## src/rtl/mcycle_pkg.sv

```systemverilog
// Shared types and constants for the multi-cycle multiply/divide scheduler.
package mcycle_pkg;

    localparam int unsigned REG_AW = 4;

    localparam logic MC_OP_MUL = 1'b0;
    localparam logic MC_OP_DIV = 1'b1;

    typedef enum logic [2:0] {
        S_IDLE  = 3'd0,
        S_ISSUE = 3'd1,
        S_WAIT  = 3'd2,
        S_WB_LO = 3'd3,
        S_WB_HI = 3'd4
    } state_e;

endpackage

```

## src/rtl/mcycle_scoreboard.sv

```systemverilog
// Pending-destination set: bits are set on accept and cleared on final write
// or abort; three lookup ports feed the decode hazard check.
module mcycle_scoreboard
    import mcycle_pkg::*;
#(
    parameter int unsigned NREG = 16
) (
    input  logic              clk_i,
    input  logic              rst_i,
    input  logic              set_a_i,
    input  logic [REG_AW-1:0] set_a_addr_i,
    input  logic              set_b_i,
    input  logic [REG_AW-1:0] set_b_addr_i,
    input  logic              clr_a_i,
    input  logic [REG_AW-1:0] clr_a_addr_i,
    input  logic              clr_b_i,
    input  logic [REG_AW-1:0] clr_b_addr_i,
    input  logic [REG_AW-1:0] ra1_i,
    input  logic [REG_AW-1:0] ra2_i,
    input  logic [REG_AW-1:0] ra3_i,
    output logic              hit1_c_o,
    output logic              hit2_c_o,
    output logic              hit3_c_o
);

    logic [NREG-1:0] pend_q;
    logic [NREG-1:0] pend_d;
    logic [NREG-1:0] set_mask;
    logic [NREG-1:0] clr_mask;

    always_comb begin
        set_mask = '0;
        clr_mask = '0;
        if (set_a_i) set_mask = set_mask | (NREG'(1) << set_a_addr_i);
        if (set_b_i) set_mask = set_mask | (NREG'(1) << set_b_addr_i);
        if (clr_a_i) clr_mask = clr_mask | (NREG'(1) << clr_a_addr_i);
        if (clr_b_i) clr_mask = clr_mask | (NREG'(1) << clr_b_addr_i);
        pend_d = (pend_q & ~clr_mask) | set_mask;
    end

    always_ff @(posedge clk_i or posedge rst_i) begin
        if (rst_i) begin
            pend_q <= '0;
        end else begin
            pend_q <= pend_d;
        end
    end

    assign hit1_c_o = pend_q[ra1_i];
    assign hit2_c_o = pend_q[ra2_i];
    assign hit3_c_o = pend_q[ra3_i];

endmodule

```

## src/rtl/mcycle_scheduler.sv

```systemverilog
// Sequences one multiply/divide through the multi-cycle unit, tracks its
// destinations for hazard detection and retires 1-2 words via the shared port.
module mcycle_scheduler
    import mcycle_pkg::*;
#(
    parameter int unsigned WIDTH   = 32,
    parameter int unsigned TIMEOUT = 2 * WIDTH + 8,
    parameter int unsigned NREG    = 16
) (
    input  logic              clk_i,
    input  logic              rst_i,
    input  logic              req_valid_i,
    output logic              req_ready_o,
    input  logic              req_op_i,
    input  logic              req_long_i,
    input  logic              req_add_i,
    input  logic [WIDTH-1:0]  req_opa_i,
    input  logic [WIDTH-1:0]  req_opb_i,
    input  logic [WIDTH-1:0]  req_acc_i,
    input  logic [REG_AW-1:0] req_wa3_i,
    input  logic [REG_AW-1:0] req_wa5_i,
    input  logic [REG_AW-1:0] ra1_i,
    input  logic [REG_AW-1:0] ra2_i,
    input  logic [REG_AW-1:0] ra3_i,
    output logic              hazard_c_o,
    output logic              mc_start_c_o,
    output logic              mc_op_o,
    output logic [WIDTH-1:0]  mc_op1_o,
    output logic [WIDTH-1:0]  mc_op2_o,
    input  logic              mc_busy_i,
    input  logic              mc_done_i,
    input  logic [WIDTH-1:0]  mc_res_high_i,
    input  logic [WIDTH-1:0]  mc_res_low_i,
    input  logic              wb_port_busy_i,
    output logic              wb_en_c_o,
    output logic [REG_AW-1:0] wb_addr_o,
    output logic [WIDTH-1:0]  wb_data_o,
    output logic              pending_o,
    output logic              timeout_err_o
);

    localparam int unsigned DW    = 2 * WIDTH;
    localparam int unsigned CNT_W = $clog2(TIMEOUT + 1);

    state_e              state_q, state_d;
    logic                op_q, op_d;
    logic                long_q, long_d;
    logic                add_q, add_d;
    logic [WIDTH-1:0]    opa_q, opa_d;
    logic [WIDTH-1:0]    opb_q, opb_d;
    logic [WIDTH-1:0]    acc_q, acc_d;
    logic [REG_AW-1:0]   wa3_q, wa3_d;
    logic [REG_AW-1:0]   wa5_q, wa5_d;
    logic [WIDTH-1:0]    hi_q, hi_d;
    logic [WIDTH-1:0]    lo_q, lo_d;
    logic [CNT_W-1:0]    cnt_q, cnt_d;
    logic                tout_q, tout_d;
    logic                ready_q, ready_d;
    logic                pend_q, pend_d;

    logic                set_a, set_b, clr_a, clr_b;
    logic                hit1, hit2, hit3;
    logic [DW-1:0]       sum_c;

    // Unit result plus optional zero-extended accumulator, wrapping at 2*WIDTH
    assign sum_c = {mc_res_high_i, mc_res_low_i}
                 + ((add_q && (op_q == MC_OP_MUL)) ? DW'(acc_q) : '0);

    always_comb begin
        state_d      = state_q;
        op_d         = op_q;
        long_d       = long_q;
        add_d        = add_q;
        opa_d        = opa_q;
        opb_d        = opb_q;
        acc_d        = acc_q;
        wa3_d        = wa3_q;
        wa5_d        = wa5_q;
        hi_d         = hi_q;
        lo_d         = lo_q;
        cnt_d        = cnt_q;
        tout_d       = 1'b0;
        set_a        = 1'b0;
        set_b        = 1'b0;
        clr_a        = 1'b0;
        clr_b        = 1'b0;
        mc_start_c_o = 1'b0;
        wb_en_c_o    = 1'b0;

        unique case (state_q)
            S_IDLE: begin
                if (req_valid_i) begin
                    op_d   = req_op_i;
                    long_d = req_long_i;
                    add_d  = req_add_i;
                    opa_d  = req_opa_i;
                    opb_d  = req_opb_i;
                    acc_d  = req_acc_i;
                    wa3_d  = req_wa3_i;
                    wa5_d  = req_wa5_i;
                    set_a  = 1'b1;
                    set_b  = req_long_i;
                    // Divide by zero bypasses the unit with a fixed result
                    if ((req_op_i == MC_OP_DIV) && (req_opb_i == '0)) begin
                        hi_d    = req_opa_i;
                        lo_d    = '1;
                        state_d = S_WB_LO;
                    end else begin
                        state_d = S_ISSUE;
                    end
                end
            end
            S_ISSUE: begin
                if (!mc_busy_i) begin
                    mc_start_c_o = 1'b1;
                    cnt_d        = '0;
                    state_d      = S_WAIT;
                end
            end
            S_WAIT: begin
                if (mc_done_i) begin
                    hi_d    = sum_c[DW-1:WIDTH];
                    lo_d    = sum_c[WIDTH-1:0];
                    state_d = S_WB_LO;
                end else if (cnt_q == CNT_W'(TIMEOUT - 1)) begin
                    tout_d  = 1'b1;
                    clr_a   = 1'b1;
                    clr_b   = long_q;
                    state_d = S_IDLE;
                end else begin
                    cnt_d = cnt_q + CNT_W'(1);
                end
            end
            S_WB_LO: begin
                if (!wb_port_busy_i) begin
                    wb_en_c_o = 1'b1;
                    if (long_q) begin
                        state_d = S_WB_HI;
                    end else begin
                        clr_a   = 1'b1;
                        state_d = S_IDLE;
                    end
                end
            end
            S_WB_HI: begin
                if (!wb_port_busy_i) begin
                    wb_en_c_o = 1'b1;
                    clr_a     = 1'b1;
                    clr_b     = 1'b1;
                    state_d   = S_IDLE;
                end
            end
            default: state_d = S_IDLE;
        endcase

        ready_d = (state_d == S_IDLE);
        pend_d  = (state_d != S_IDLE);
    end

    always_ff @(posedge clk_i or posedge rst_i) begin
        if (rst_i) begin
            state_q <= S_IDLE;
            op_q    <= 1'b0;
            long_q  <= 1'b0;
            add_q   <= 1'b0;
            opa_q   <= '0;
            opb_q   <= '0;
            acc_q   <= '0;
            wa3_q   <= '0;
            wa5_q   <= '0;
            hi_q    <= '0;
            lo_q    <= '0;
            cnt_q   <= '0;
            tout_q  <= 1'b0;
            ready_q <= 1'b1;
            pend_q  <= 1'b0;
        end else begin
            state_q <= state_d;
            op_q    <= op_d;
            long_q  <= long_d;
            add_q   <= add_d;
            opa_q   <= opa_d;
            opb_q   <= opb_d;
            acc_q   <= acc_d;
            wa3_q   <= wa3_d;
            wa5_q   <= wa5_d;
            hi_q    <= hi_d;
            lo_q    <= lo_d;
            cnt_q   <= cnt_d;
            tout_q  <= tout_d;
            ready_q <= ready_d;
            pend_q  <= pend_d;
        end
    end

    mcycle_scoreboard #(
        .NREG (NREG)
    ) u_scoreboard (
        .clk_i        (clk_i),
        .rst_i        (rst_i),
        .set_a_i      (set_a),
        .set_a_addr_i (req_wa3_i),
        .set_b_i      (set_b),
        .set_b_addr_i (req_wa5_i),
        .clr_a_i      (clr_a),
        .clr_a_addr_i (wa3_q),
        .clr_b_i      (clr_b),
        .clr_b_addr_i (wa5_q),
        .ra1_i        (ra1_i),
        .ra2_i        (ra2_i),
        .ra3_i        (ra3_i),
        .hit1_c_o     (hit1),
        .hit2_c_o     (hit2),
        .hit3_c_o     (hit3)
    );

    assign hazard_c_o    = hit1 | hit2 | hit3;
    assign req_ready_o   = ready_q;
    assign pending_o     = pend_q;
    assign timeout_err_o = tout_q;
    assign mc_op_o       = op_q;
    assign mc_op1_o      = opa_q;
    assign mc_op2_o      = opb_q;
    assign wb_addr_o     = (state_q == S_WB_HI) ? wa5_q : wa3_q;
    assign wb_data_o     = (state_q == S_WB_HI) ? hi_q : lo_q;

endmodule

```

## config.mk

```make
export PLATFORM = sky130hd
export DESIGN_NAME = mcycle_scheduler
export DESIGN_NICKNAME = d
export VERILOG_FILES = /design/src/rtl/mcycle_pkg.sv /design/src/rtl/mcycle_scoreboard.sv /design/src/rtl/mcycle_scheduler.sv
export SDC_FILE = /design/constraint.sdc
export NUM_CORES = 1
export LEC_CHECK = 0
export CAP_MARGIN = 20
export CORE_ASPECT_RATIO = 0.5
export CORE_MARGIN = 2
export CORE_UTILIZATION = 40
export DETAILED_ROUTE_END_ITERATION = 10
export PLACE_DENSITY_LB_ADDON = 0.15
export SLEW_MARGIN = 20
export SYNTH_ARGS = -nofsm -noshare
export SYNTH_HDL_FRONTEND = slang
export SYNTH_SLANG_ARGS = --single-unit
```

## constraint.sdc

```tcl
create_clock -name clk_i -period 9.6 [get_ports clk_i]
set_input_delay 1.44 -clock clk_i [delete_from_list [all_inputs] [get_ports clk_i]]
set_output_delay 1.44 -clock clk_i [all_outputs]
set_load 0.02 [all_outputs]
```

==> flow_results.org <==
** Setup path
- Top fanout value on the critical path :: 4
- Critical path, cell by cell :: clkdlybuf4s50_1 > mux4_2 > mux4_2 > or3_1 > clkdlybuf4s50_1
- Launch point of the critical path :: ra2_i[0]
- The worst setup path is captured at an output pin.
- The worst register-to-register path ends at hi_q[20]$_DFFE_PP0P_.
- The critical path ends at hazard_c_o.
- Cell count of the worst reg-to-reg path :: 13
- The worst setup path is of the input pin to output pin kind.
- At the worst endpoint, the arrival time is 3.99 ns.
- Data on the critical path is required at its endpoint by ~8.2 ns.
- CP peak stage delay :: 0.62 ns
- Source of the worst register-to-register timing path :: add_q$_DFFE_PP0P_
- For this design, the slowest cell found on the critical path is sky130_fd_sc_hd__clkdlybuf4s50_1.
- STA classifies the critical path startpoint as an input pin.
- The setup check on the worst reg-to-reg path leaves a slack of approximately 5.9 ns.

** Floorplan
- Core region area :: 0.0293 mm^2
- 296 I/O pins were placed.
- Initial cell density of the core :: 41.2%
- Number of rows in the core area :: 44
- The die covers approximately 0.032 mm^2.
- Die Span Y :: 127 um
- Chip Width :: 250 um

** Timing
- Total negative setup slack :: 0 ns
- Of the available clock period, the critical path in the final layout requires 56.5%.
- Number of slew-limit violations in the final report :: 0
- Timing would allow up to ~0.18 GHz.
- Number of setup violations in the final report :: 0
- Setup slack on the critical path of the routed design comes to between 4 and 5 ns.
- In this run the tightest slew margin relative to its limit is between 30% and 40%.
- Slew at the pin with the worst max-slew slack :: around 0.9 ns
- The total count of hold-check failures in the final report came to 0.
- Subtracting the final worst setup slack from the clock period gives around 5.4 ns.
- Setup repair after global routing missed its margin :: no
- Final Skew :: 0.00913 ns

** Place
- Detailed placement ended at an HPWL of a little over 30000 um.
- In this run the tool buffered the top-level ports with between 200 and 300 buffer cells.
- At the placement stage, the worst setup path has a slack of a little over 4 ns.
- Post-Place Cells :: approximately 2100
- At the end of routability-driven placement, the weighted congestion stood at between 0.8 and 0.9.
- The placed instances occupy a cell area of around 0.015 mm^2.

** Synth
- Portion of the post-synthesis area used by sequential elements :: roughly 41%
- After synthesis, the share of flip-flops with an asynchronous set or reset is 100%.
- Number of instances in the synthesized netlist :: approximately 1500
- The number of nets in the synthesized netlist is 1709.
- Cell type with the largest total area after synthesis :: sky130_fd_sc_hd__dfrtp_1
- The synthesized design contains 0 enable-type register cells.
- Synthesis Warnings :: 0
- Post-Synthesis Cell Area :: between 0.01 and 0.015 mm^2
- Most frequent cells after synthesis :: sky130_fd_sc_hd__nand2_1 (507), sky130_fd_sc_hd__dfrtp_1 (199), sky130_fd_sc_hd__a21oi_1 (94), sky130_fd_sc_hd__nor2_1 (81), sky130_fd_sc_hd__clkbuf_1 (55)
- For this run, the leading register cell type out of synthesis is sky130_fd_sc_hd__dfrtp_1.
- The synthesized design contains 200 register bits.
- By area the synthesized netlist is led by sky130_fd_sc_hd__dfrtp_1 (41%), sky130_fd_sc_hd__nand2_1 (16%), sky130_fd_sc_hd__a21oi_1 (3.9%).
- Mapped Avg Cell Area :: 8.13 um^2
- Distinct cell type count of the synthesized netlist :: 82
- Fraction of synthesized cell area taken by the top area cell type :: 41.2%
- Most common cell in the synthesized netlist :: sky130_fd_sc_hd__nand2_1

** Drt
- Wirelength per Cell :: 19.1 um
- For this block, the routed nets add up to a little over 40000 um of wire.
- The routed layout has ~12000 vias.
- DRT Pass-1 Iters :: 6
- Number of design-rule violations left by the first detailed-router iteration :: slightly below 1000
- After detailed routing, the number of remaining DRC violations is 0.
- Using the TritonRoute via totals, the vias-per-cell ratio works out to 5.47.
- Post-DRT Antenna Nets :: 0

** Final layout
- Final standard cell count with taps included and fillers excluded :: 2138
- Cells fill 54.3% of the core in the end.
- Net count of the finished layout :: 1955
- The finished cells cover roughly 0.016 mm^2.
- Fill cells in the final layout number approximately 2800.
- Share of post-route cells with drive strength above 1 :: under 10%
- Area growth from synthesis to layout :: 31.8%

** Global routing
- After global routing the overflow that remains totals 0.
- The first global-routing pass estimated about 64000 um of wire.
- Global routing met1 resource utilization :: about a third
- GR Util met3 :: approximately 4.2%
- Peak-usage layer in the global routing report :: met2
- Met2 demand-to-capacity share in global routing :: between 40% and 50%
- Entering global routing, the biggest net connects about 130 pins.
- Global router's overall resource usage :: around a quarter
- Number of antenna violations at the first check in global routing :: 1
- Vias in the first global route :: about 11000

** Clock network
- The longest clock path from root to sink contains 2 buffers.
- Clock tree from TritonCTS :: yes
- Number of setup buffers added after CTS :: 0
- Inserted Clock Buffers :: 17
- Root buf cell :: sky130_fd_sc_hd__clkbuf_16
- Clock net sink count :: 200
- CTS built an H-tree with a depth of 4.
- The number of gates resized after CTS was 0.
- Clock network latency to the later pin of the worst-skew pair :: between 0.4 and 0.5 ns
- Cts-stage hold buffer count :: 0
- Reg clk slew, reported paths :: around 0.070 ns

** Power and ir drop
- Power spread over the standard cell area amounts to ~290 mW/mm^2.
- Static leakage power :: 7.03 nW
- VDD IR-drop max :: 0.137 mV

** Hold path
- The min-delay analysis places its worst path in the category flip-flop to flip-flop.

** Run status
- Status :: finished clean

** Flow run
- The tool flagged a number of max-cap violations equal to 0.
==> critical path, delay by kind of cell <==
family	cells	cell delay (ns)
buffers and inverters	2	1.16
multiplexers	2	1.01
AND/OR/NAND/NOR	1	0.37
==> where the power goes <==
group	internal (mW)	total, mW	switching (mW)
Clock	0.424	0.781	0.357
Sequential	1.24	1.54	0.295
Combinational	0.982	2.30	1.32
==> how the worst min path moves through the flow <==
stage / startpoint / endpoint / slack, ns / depth (start not counted)
final: acc_q[3]$_DFFE_PP0P_ / acc_q[3]$_DFFE_PP0P_ / 0.47 / 2
after global routing: acc_q[7]$_DFFE_PP0P_ / acc_q[7]$_DFFE_PP0P_ / 0.48 / 2
after CTS: acc_q[3]$_DFFE_PP0P_ / acc_q[3]$_DFFE_PP0P_ / 0.47 / 2
after detailed placement: acc_q[3]$_DFFE_PP0P_ / acc_q[3]$_DFFE_PP0P_ / 0.45 / 2
after global placement: acc_q[12]$_DFFE_PP0P_ / acc_q[12]$_DFFE_PP0P_ / 0.45 / 2
after floorplan: acc_q[0]$_DFFE_PP0P_ / acc_q[0]$_DFFE_PP0P_ / 0.44 / 2
==> flip-flops by register name, summed over array words and instances, names as in the netlist, 3 cells and up <==
register	count
acc_q	32
hi_q	32
lo_q	32
mc_op1_o	32
mc_op2_o	32
u_scoreboard.pend_q	16
cnt_q	7
wa3_q	4
wa5_q	4
state_q	3
==> cell families (layout without fill, tap and decap cells) <==
kind of cell / count (synthesis) / after routing / synth area share [%]
DFF: 200 / 200 / 41.4
adders and majority gates: 34 / 34 / 3.58
buffers and inverters: 96 / 355 / 3.39
muxes: 18 / 18 / 3.04
other: 0 / 2 / 0
AOI/OAI and AO/OA: 273 / 273 / 14.6
and+or+nand+nor: 815 / 815 / 30.3
xor gates and xnor gates: 50 / 50 / 3.62
==> metal layers <==
metal	share of wire, %	vias up
met5	0	-
met4	1.8	0
met3	4.9	46
met2	50	360
met1	43	5666
li1	-	5618
==> per-stage QoR <==
stage / power (mW) / hold slack (ns)
6_report: 4.62 / 0.466
5_1_grt: 4.94 / 0.481
4_1_cts: 4.64 / 0.473
3_5_place_dp: 3.84 / 0.454
3_3_place_gp: 3.79 / 0.450
2_1_floorplan: 2.88 / 0.437
==> final cells by class <==
cell class              instances  area, um^2  share of cell area, %
clock inverters                14         186                   1.17
well taps                     391         489                   3.07
inverters                      13        56.3                  0.353
flip-flops and latches        200        5010                   31.4
repair buffers                310        3070                   19.3
clock buffers                  18         439                   2.76
diodes                          2        5.00                 0.0314
multi-input cells            1190        6680                   41.9
==> layout by cell type, fill, tap and decap left out, types with 6 or more instances in the layout <==
cell type and count:
sky130_fd_sc_hd__clkdlybuf4s50_1 295, sky130_fd_sc_hd__inv_1 12, sky130_fd_sc_hd__xnor2_1 22, sky130_fd_sc_hd__a21oi_1 94
sky130_fd_sc_hd__o221ai_1 8, sky130_fd_sc_hd__nor2b_1 16, sky130_fd_sc_hd__nand2b_1 7, sky130_fd_sc_hd__nand3_1 44
sky130_fd_sc_hd__mux4_2 15, sky130_fd_sc_hd__and3_1 13, sky130_fd_sc_hd__xor2_1 28, sky130_fd_sc_hd__dfrtp_1 199
sky130_fd_sc_hd__a22oi_1 15, sky130_fd_sc_hd__a31oi_1 8, sky130_fd_sc_hd__o21ai_0 47, sky130_fd_sc_hd__nor3_1 24
sky130_fd_sc_hd__o21bai_1 6, sky130_fd_sc_hd__clkbuf_16 17, sky130_fd_sc_hd__o211ai_1 20, sky130_fd_sc_hd__and2_1 40
sky130_fd_sc_hd__nand2_1 507, sky130_fd_sc_hd__nor4_1 11, sky130_fd_sc_hd__ha_1 33, sky130_fd_sc_hd__buf_4 14
sky130_fd_sc_hd__or3_1 9, sky130_fd_sc_hd__nand4_1 20, sky130_fd_sc_hd__nor2_1 81, sky130_fd_sc_hd__a21o_1 18
sky130_fd_sc_hd__or4_1 7
Note: power is estimated with default switching activity, not from simulation.
